## src/rtl/lc3b_param_cache.sv

```systemverilog
// Direct-mapped write-back, write-allocate cache for the LC-3b CPU.
// Line, index and address widths are parameters; one 16-bit CPU port.
module lc3b_param_cache #(
    parameter int ADDR_BITS   = 16,
    parameter int INDEX_BITS  = 4,
    parameter int OFFSET_BITS = 4
) (
    input  logic                             clk,
    input  logic                             rst_n,
    input  logic [ADDR_BITS-1:0]             mem_address,
    input  logic                             mem_read,
    input  logic                             mem_write,
    input  logic [1:0]                       mem_byte_enable,
    input  logic [15:0]                      mem_wdata,
    output logic [15:0]                      mem_rdata,
    output logic                             mem_resp,
    output logic [ADDR_BITS-1:0]             pmem_address,
    output logic                             pmem_read,
    output logic                             pmem_write,
    output logic [8*(2**OFFSET_BITS)-1:0]    pmem_wdata,
    input  logic [8*(2**OFFSET_BITS)-1:0]    pmem_rdata,
    input  logic                             pmem_resp
);

    localparam int LINE_BITS = 8 * (2 ** OFFSET_BITS);
    localparam int TAG_BITS  = ADDR_BITS - INDEX_BITS - OFFSET_BITS;
    localparam int SETS      = 2 ** INDEX_BITS;
    localparam int WSEL_BITS = OFFSET_BITS - 1;

    typedef enum logic [1:0] {
        IDLE,
        WRITEBACK,
        FETCH
    } state_t;

    state_t state_q;

    logic [SETS-1:0]      valid_q;
    logic [SETS-1:0]      dirty_q;
    logic [TAG_BITS-1:0]  tag_q  [SETS];
    logic [LINE_BITS-1:0] data_q [SETS];

    // The missing request is latched so a dropped or changed CPU
    // address cannot corrupt an in-flight line transfer.
    logic [TAG_BITS-1:0]   miss_tag_q;
    logic [INDEX_BITS-1:0] miss_idx_q;

    logic [TAG_BITS-1:0]   req_tag;
    logic [INDEX_BITS-1:0] req_idx;
    logic [WSEL_BITS-1:0]  req_wsel;
    logic [WSEL_BITS+3:0]  lo_bit;
    logic [WSEL_BITS+3:0]  hi_bit;
    logic                  unused_lsb;

    logic                 req;
    logic                 hit;
    logic                 victim_dirty;
    logic [LINE_BITS-1:0] cur_line;

    assign req_tag    = mem_address[ADDR_BITS-1 -: TAG_BITS];
    assign req_idx    = mem_address[OFFSET_BITS +: INDEX_BITS];
    assign req_wsel   = mem_address[OFFSET_BITS-1:1];
    assign unused_lsb = mem_address[0];

    // Bit positions of the low and high byte of the selected word.
    assign lo_bit = {req_wsel, 4'b0000};
    assign hi_bit = {req_wsel, 4'b1000};

    assign req          = mem_read | mem_write;
    assign cur_line     = data_q[req_idx];
    assign victim_dirty = valid_q[req_idx] & dirty_q[req_idx];

    assign hit = (state_q == IDLE) && req &&
                 valid_q[req_idx] &&
                 (tag_q[req_idx] == req_tag);

    assign mem_rdata = cur_line[lo_bit +: 16];

    // Controller state plus the per-set valid/dirty bits.
    always_ff @(posedge clk or negedge rst_n) begin
        if (!rst_n) begin
            state_q    <= IDLE;
            valid_q    <= '0;
            dirty_q    <= '0;
            miss_tag_q <= '0;
            miss_idx_q <= '0;
        end else begin
            unique case (state_q)
                IDLE: begin
                    if (hit) begin
                        if (mem_write) begin
                            dirty_q[req_idx] <= 1'b1;
                        end
                    end else if (req) begin
                        miss_tag_q <= req_tag;
                        miss_idx_q <= req_idx;
                        if (victim_dirty) begin
                            state_q <= WRITEBACK;
                        end else begin
                            state_q <= FETCH;
                        end
                    end
                end
                WRITEBACK: begin
                    if (pmem_resp) begin
                        state_q <= FETCH;
                    end
                end
                FETCH: begin
                    if (pmem_resp) begin
                        valid_q[miss_idx_q] <= 1'b1;
                        dirty_q[miss_idx_q] <= 1'b0;
                        state_q             <= IDLE;
                    end
                end
                default: state_q <= IDLE;
            endcase
        end
    end

    // Tag and data arrays: line fill on fetch return, byte merge on write hit.
    always_ff @(posedge clk) begin
        if ((state_q == FETCH) && pmem_resp) begin
            tag_q[miss_idx_q]  <= miss_tag_q;
            data_q[miss_idx_q] <= pmem_rdata;
        end else if (hit && mem_write) begin
            if (mem_byte_enable[0]) begin
                data_q[req_idx][lo_bit +: 8] <= mem_wdata[7:0];
            end
            if (mem_byte_enable[1]) begin
                data_q[req_idx][hi_bit +: 8] <= mem_wdata[15:8];
            end
        end
    end

    // Physical-side strobes decode straight from state, so reset drops them at once.
    always_comb begin
        mem_resp     = hit;
        pmem_read    = (state_q == FETCH);
        pmem_write   = (state_q == WRITEBACK);
        pmem_wdata   = data_q[miss_idx_q];
        pmem_address = {miss_tag_q, miss_idx_q, {OFFSET_BITS{1'b0}}};
        if (state_q == WRITEBACK) begin
            pmem_address = {tag_q[miss_idx_q], miss_idx_q, {OFFSET_BITS{1'b0}}};
        end
    end

endmodule
```

## config.mk

```make
export PLATFORM = sky130hd
export DESIGN_NAME = lc3b_param_cache
export DESIGN_NICKNAME = d
export VERILOG_FILES = /design/src/rtl/lc3b_param_cache.sv
export SDC_FILE = /design/constraint.sdc
export NUM_CORES = 2
export LEC_CHECK = 0
export ABC_AREA = 0
export ABC_CLOCK_PERIOD_IN_PS = 4059
export CORE_AREA = 2 2 429 431
export DETAILED_ROUTE_END_ITERATION = 8
export DIE_AREA = 0 0 431 433
export DONT_BUFFER_PORTS = 1
export PLACE_DENSITY_LB_ADDON = 0.08
export SLEW_MARGIN = 25
export SYNTH_ARGS = -nofsm -noshare
export SYNTH_HDL_FRONTEND = slang
export SYNTH_SLANG_ARGS = --single-unit
export TNS_END_PERCENT = 30
```

## constraint.sdc

```tcl
create_clock -name clk -period 4.06 [get_ports clk]
set_clock_uncertainty 0.15 [all_clocks]
set_input_delay 0.406 -clock clk [delete_from_list [all_inputs] [get_ports clk]]
set_output_delay 0.406 -clock clk [all_outputs]
set_load 0.02 [all_outputs]
```

==> flow_metrics.env <==
export IMPL_endpoint_kind="primary output"
export IMPL_dpl_cell_count=7656
export IMPL_synth_cell_types=62
export IMPL_start_util=0.575
export IMPL_initialDrtViolationCount=8392
export IMPL_root_buffer="clkbuf_16"
export IMPL_synth_seq_cells=2222
export IMPL_drt_pass1_iter_count=6
export IMPL_synthAdderAreaFrac=0.000717
export IMPL_multi_input_area_um2=37300
export IMPL_synthMuxAreaShare=0.304
export IMPL_via_count=60400
export IMPL_synth_top_area_frac=0.624
export IMPL_ant_nets=0
export IMPL_yosysWarningCount=0
export IMPL_grt_pass1_wl_um=465000
export IMPL_ys_top_cells_by_area="edfxtp_1 62%, mux4_2 30%, dfrtp_1 1.1%"
export IMPL_worst_slack_ns=-0.600
export IMPL_violations="slew limit, setup timing"
export IMPL_yosysSeqAreaShare=0.635
export IMPL_die_w_um=431
export IMPL_hold_viol_final=0
export IMPL_coreArea_um2=182000
export IMPL_max_slew_margin_rel=-0.622
export IMPL_die_area_um2=187000
export IMPL_antenna_found_initial=16
export IMPL_critPathRequiredTime_ns=3.50
export IMPL_yosysTopAreaCell="edfxtp_1"
export IMPL_grt_max_degree=554
export IMPL_place_gp_congestion=0.933
export IMPL_tritoncts_num_buffers=224
export IMPL_status="finished with violations"
export IMPL_powerDensity_nw_per_um2=509
export IMPL_final_setup_tns_ns=-6.81
export IMPL_finalSetupViolations=26
export IMPL_synth_edf_count=2176
export IMPL_worstPathArrival_ns=4.10
export IMPL_synthSimpleGateAreaFrac=0.0319
export IMPL_cts_max_path_buffers=3
export IMPL_synth_top_family_by_area="multiplexers"
export IMPL_gr_usage_all_layers=0.363
export IMPL_finalCriticalPeriod_ns=4.66
export IMPL_path_class="in -> out"
export IMPL_synth_compound_area_share=0.0102
export IMPL_synth_ff_type="edfxtp_1"
export IMPL_synthArstFlopShare=0.0207
export IMPL_leakagePower_nw=40.4
export IMPL_period_share=1.15
export IMPL_layout_drive_gt1_share=0.455
export IMPL_synth_xor_area_share=0.000657
export IMPL_syn_area_um2=105000
export IMPL_ir_drop_uv=476
export IMPL_fin_nets=5885
export IMPL_syn_area_per_cell_um2=20.8
export IMPL_p_total_mw=63.8
export IMPL_wire_per_inst_um=40.9
export IMPL_fmax_ghz=0.215
export IMPL_port_buffers=0
export IMPL_cts_clk_slew_worst_paths_ns=0.07
export IMPL_seq_area_um2=66500
export IMPL_hold_class="in -> reg"
export IMPL_worstSkewPairLatency_ns=0.88
export IMPL_grt_pass1_vias=60000
export IMPL_reg2reg_setup_slack_ns=-0.01
export IMPL_fin_cells=8302
export IMPL_dp_hpwl_um=218000
export IMPL_critPathMaxFanout=536
export IMPL_final_area_um2=125000
export IMPL_grt_setup_unrepaired="true"
export IMPL_wl_um=339000
export IMPL_drv_cap=0
export IMPL_cts_htree_levels=4
export IMPL_syn_to_final_growth_pct=19.4
export IMPL_slew_viol_final=332
export IMPL_ios=330
export IMPL_n_fill_cell=11200
export IMPL_dpl_instance_area_um2=115000
export IMPL_rows=157
export IMPL_drcViolationCount=0
export IMPL_worst_pin_slew_ns=2.43
export IMPL_viasPerCell=7.28
export IMPL_synth_most_common_cell="edfxtp_1"
export IMPL_overflow=0
export IMPL_die_h_um=433
export IMPL_synthCells=5048
export IMPL_fin_util=0.687
export IMPL_synthTopCellsByCount="2176 x edfxtp_1, 1375 x mux4_2, 276 x nand2_1"
export IMPL_setup_worst_path_start_class="primary input"
export IMPL_tritoncts="done"
export IMPL_cts_sinks=2222
state kept, by name (all words and copies together), names as in the netlist:
name	count
valid_q	16
tag_q	128
miss_idx_q	4
state_q	2
miss_tag_q	8
dirty_q	16
data_q	2048
worst max-delay path, cell delays in order:
cell and delay (ns):
mux4_2 0.94, mux4_2 0.56, mux4_2 0.56, nand2_1 0.11, nand2_1 0.35
power breakdown:
part           leakage, nW  internal [mW]  switching (mW)
clock network         3.59           11.9            8.87
registers             20.2           26.3           0.554
logic                 16.6           7.01            9.06
cell type report:
type                            instances  share of cell area
Sequential cell                      2222               0.531
Tap cell                             2385              0.0238
Clock inverter                        143              0.0115
Antenna cell                           17            0.000340
Multi-Input combinational cell       2393               0.298
Timing Repair Buffer                  857              0.0871
Clock buffer                          271              0.0471
Inverter                               14            0.000430
stage by stage:
| stage | setup WS, ns | hold WS, ns |
|---|---|---|
| 5_1_grt | -0.0852 | 0.000368 |
| 3_5_place_dp | -0.898 | -0.0363 |
| 6_report | -0.600 | 0.00198 |
| 4_1_cts | -0.0526 | 0.000813 |
| 2_1_floorplan | -0.0767 | -0.0396 |
| 3_3_place_gp | -1.07 | -0.0364 |
logic make-up after synthesis:
family | after synthesis
flops | 2222
mux | 1456
simple gates | 736
buf+inv | 438
compound gates | 182
xor+xnor | 7
fa+ha+maj | 6
other cells | 1
routing by layer:
metal / share of wire / wire, um / vias to the layer above / GRT usage
li1: - / - / 23200 / -
met1: 0.34 / 117000 / 32500 / 0.475
met2: 0.49 / 165000 / 3922 / 0.576
met3: 0.11 / 36000 / 747 / 0.0817
met4: 0.064 / 21700 / 16 / 0.194
met5: 0.00036 / 123 / - / 0
cells in the final DEF (no fill, tap or decap), types with 24 or more instances in the layout:
cell type / count
buf_12: 265
buf_4: 349
buf_6: 58
bufinv_16: 26
clkbuf_1: 42
clkbuf_16: 240
clkinv_1: 48
clkinv_2: 50
dfrtp_1: 42
dlygate4sd3_1: 155
edfxtp_1: 2176
mux2_2: 32
mux2i_1: 24
mux4_2: 1376
nand2_1: 270
nand3_1: 85
nor2_1: 138
nor2_2: 110
nor2_4: 25
o21ai_0: 40
o21ai_1: 63
repair_timing:
action                                 4_1_cts  5_1_grt
endpoints found under the hold margin     2201        0
cloned                                       3       15
gates resized for setup                     74       98
buffers inserted                            10       23
pin swaps                                    4        5
setup endpoints to repair                 2197     1286
hold buffers                               165        0
final timing paths:
path,start,endpoint,cells past startpoint
max,mem_address[5],mem_rdata[9],5
min,pmem_rdata[43],data_q[6][43]$_DFFE_PP_,3
max reg2reg,tag_q[15][7]$_DFFE_PP_,data_q[14][51]$_DFFE_PP_,12
min reg2reg,valid_q[9]$_DFFE_PN0P_,valid_q[9]$_DFFE_PN0P_,1
max in group asynchronous,rst_n,miss_idx_q[2]$_DFFE_PN0P_,3
min in group asynchronous,rst_n,valid_q[10]$_DFFE_PN0P_,3
(Power assumes the default switching activity.)
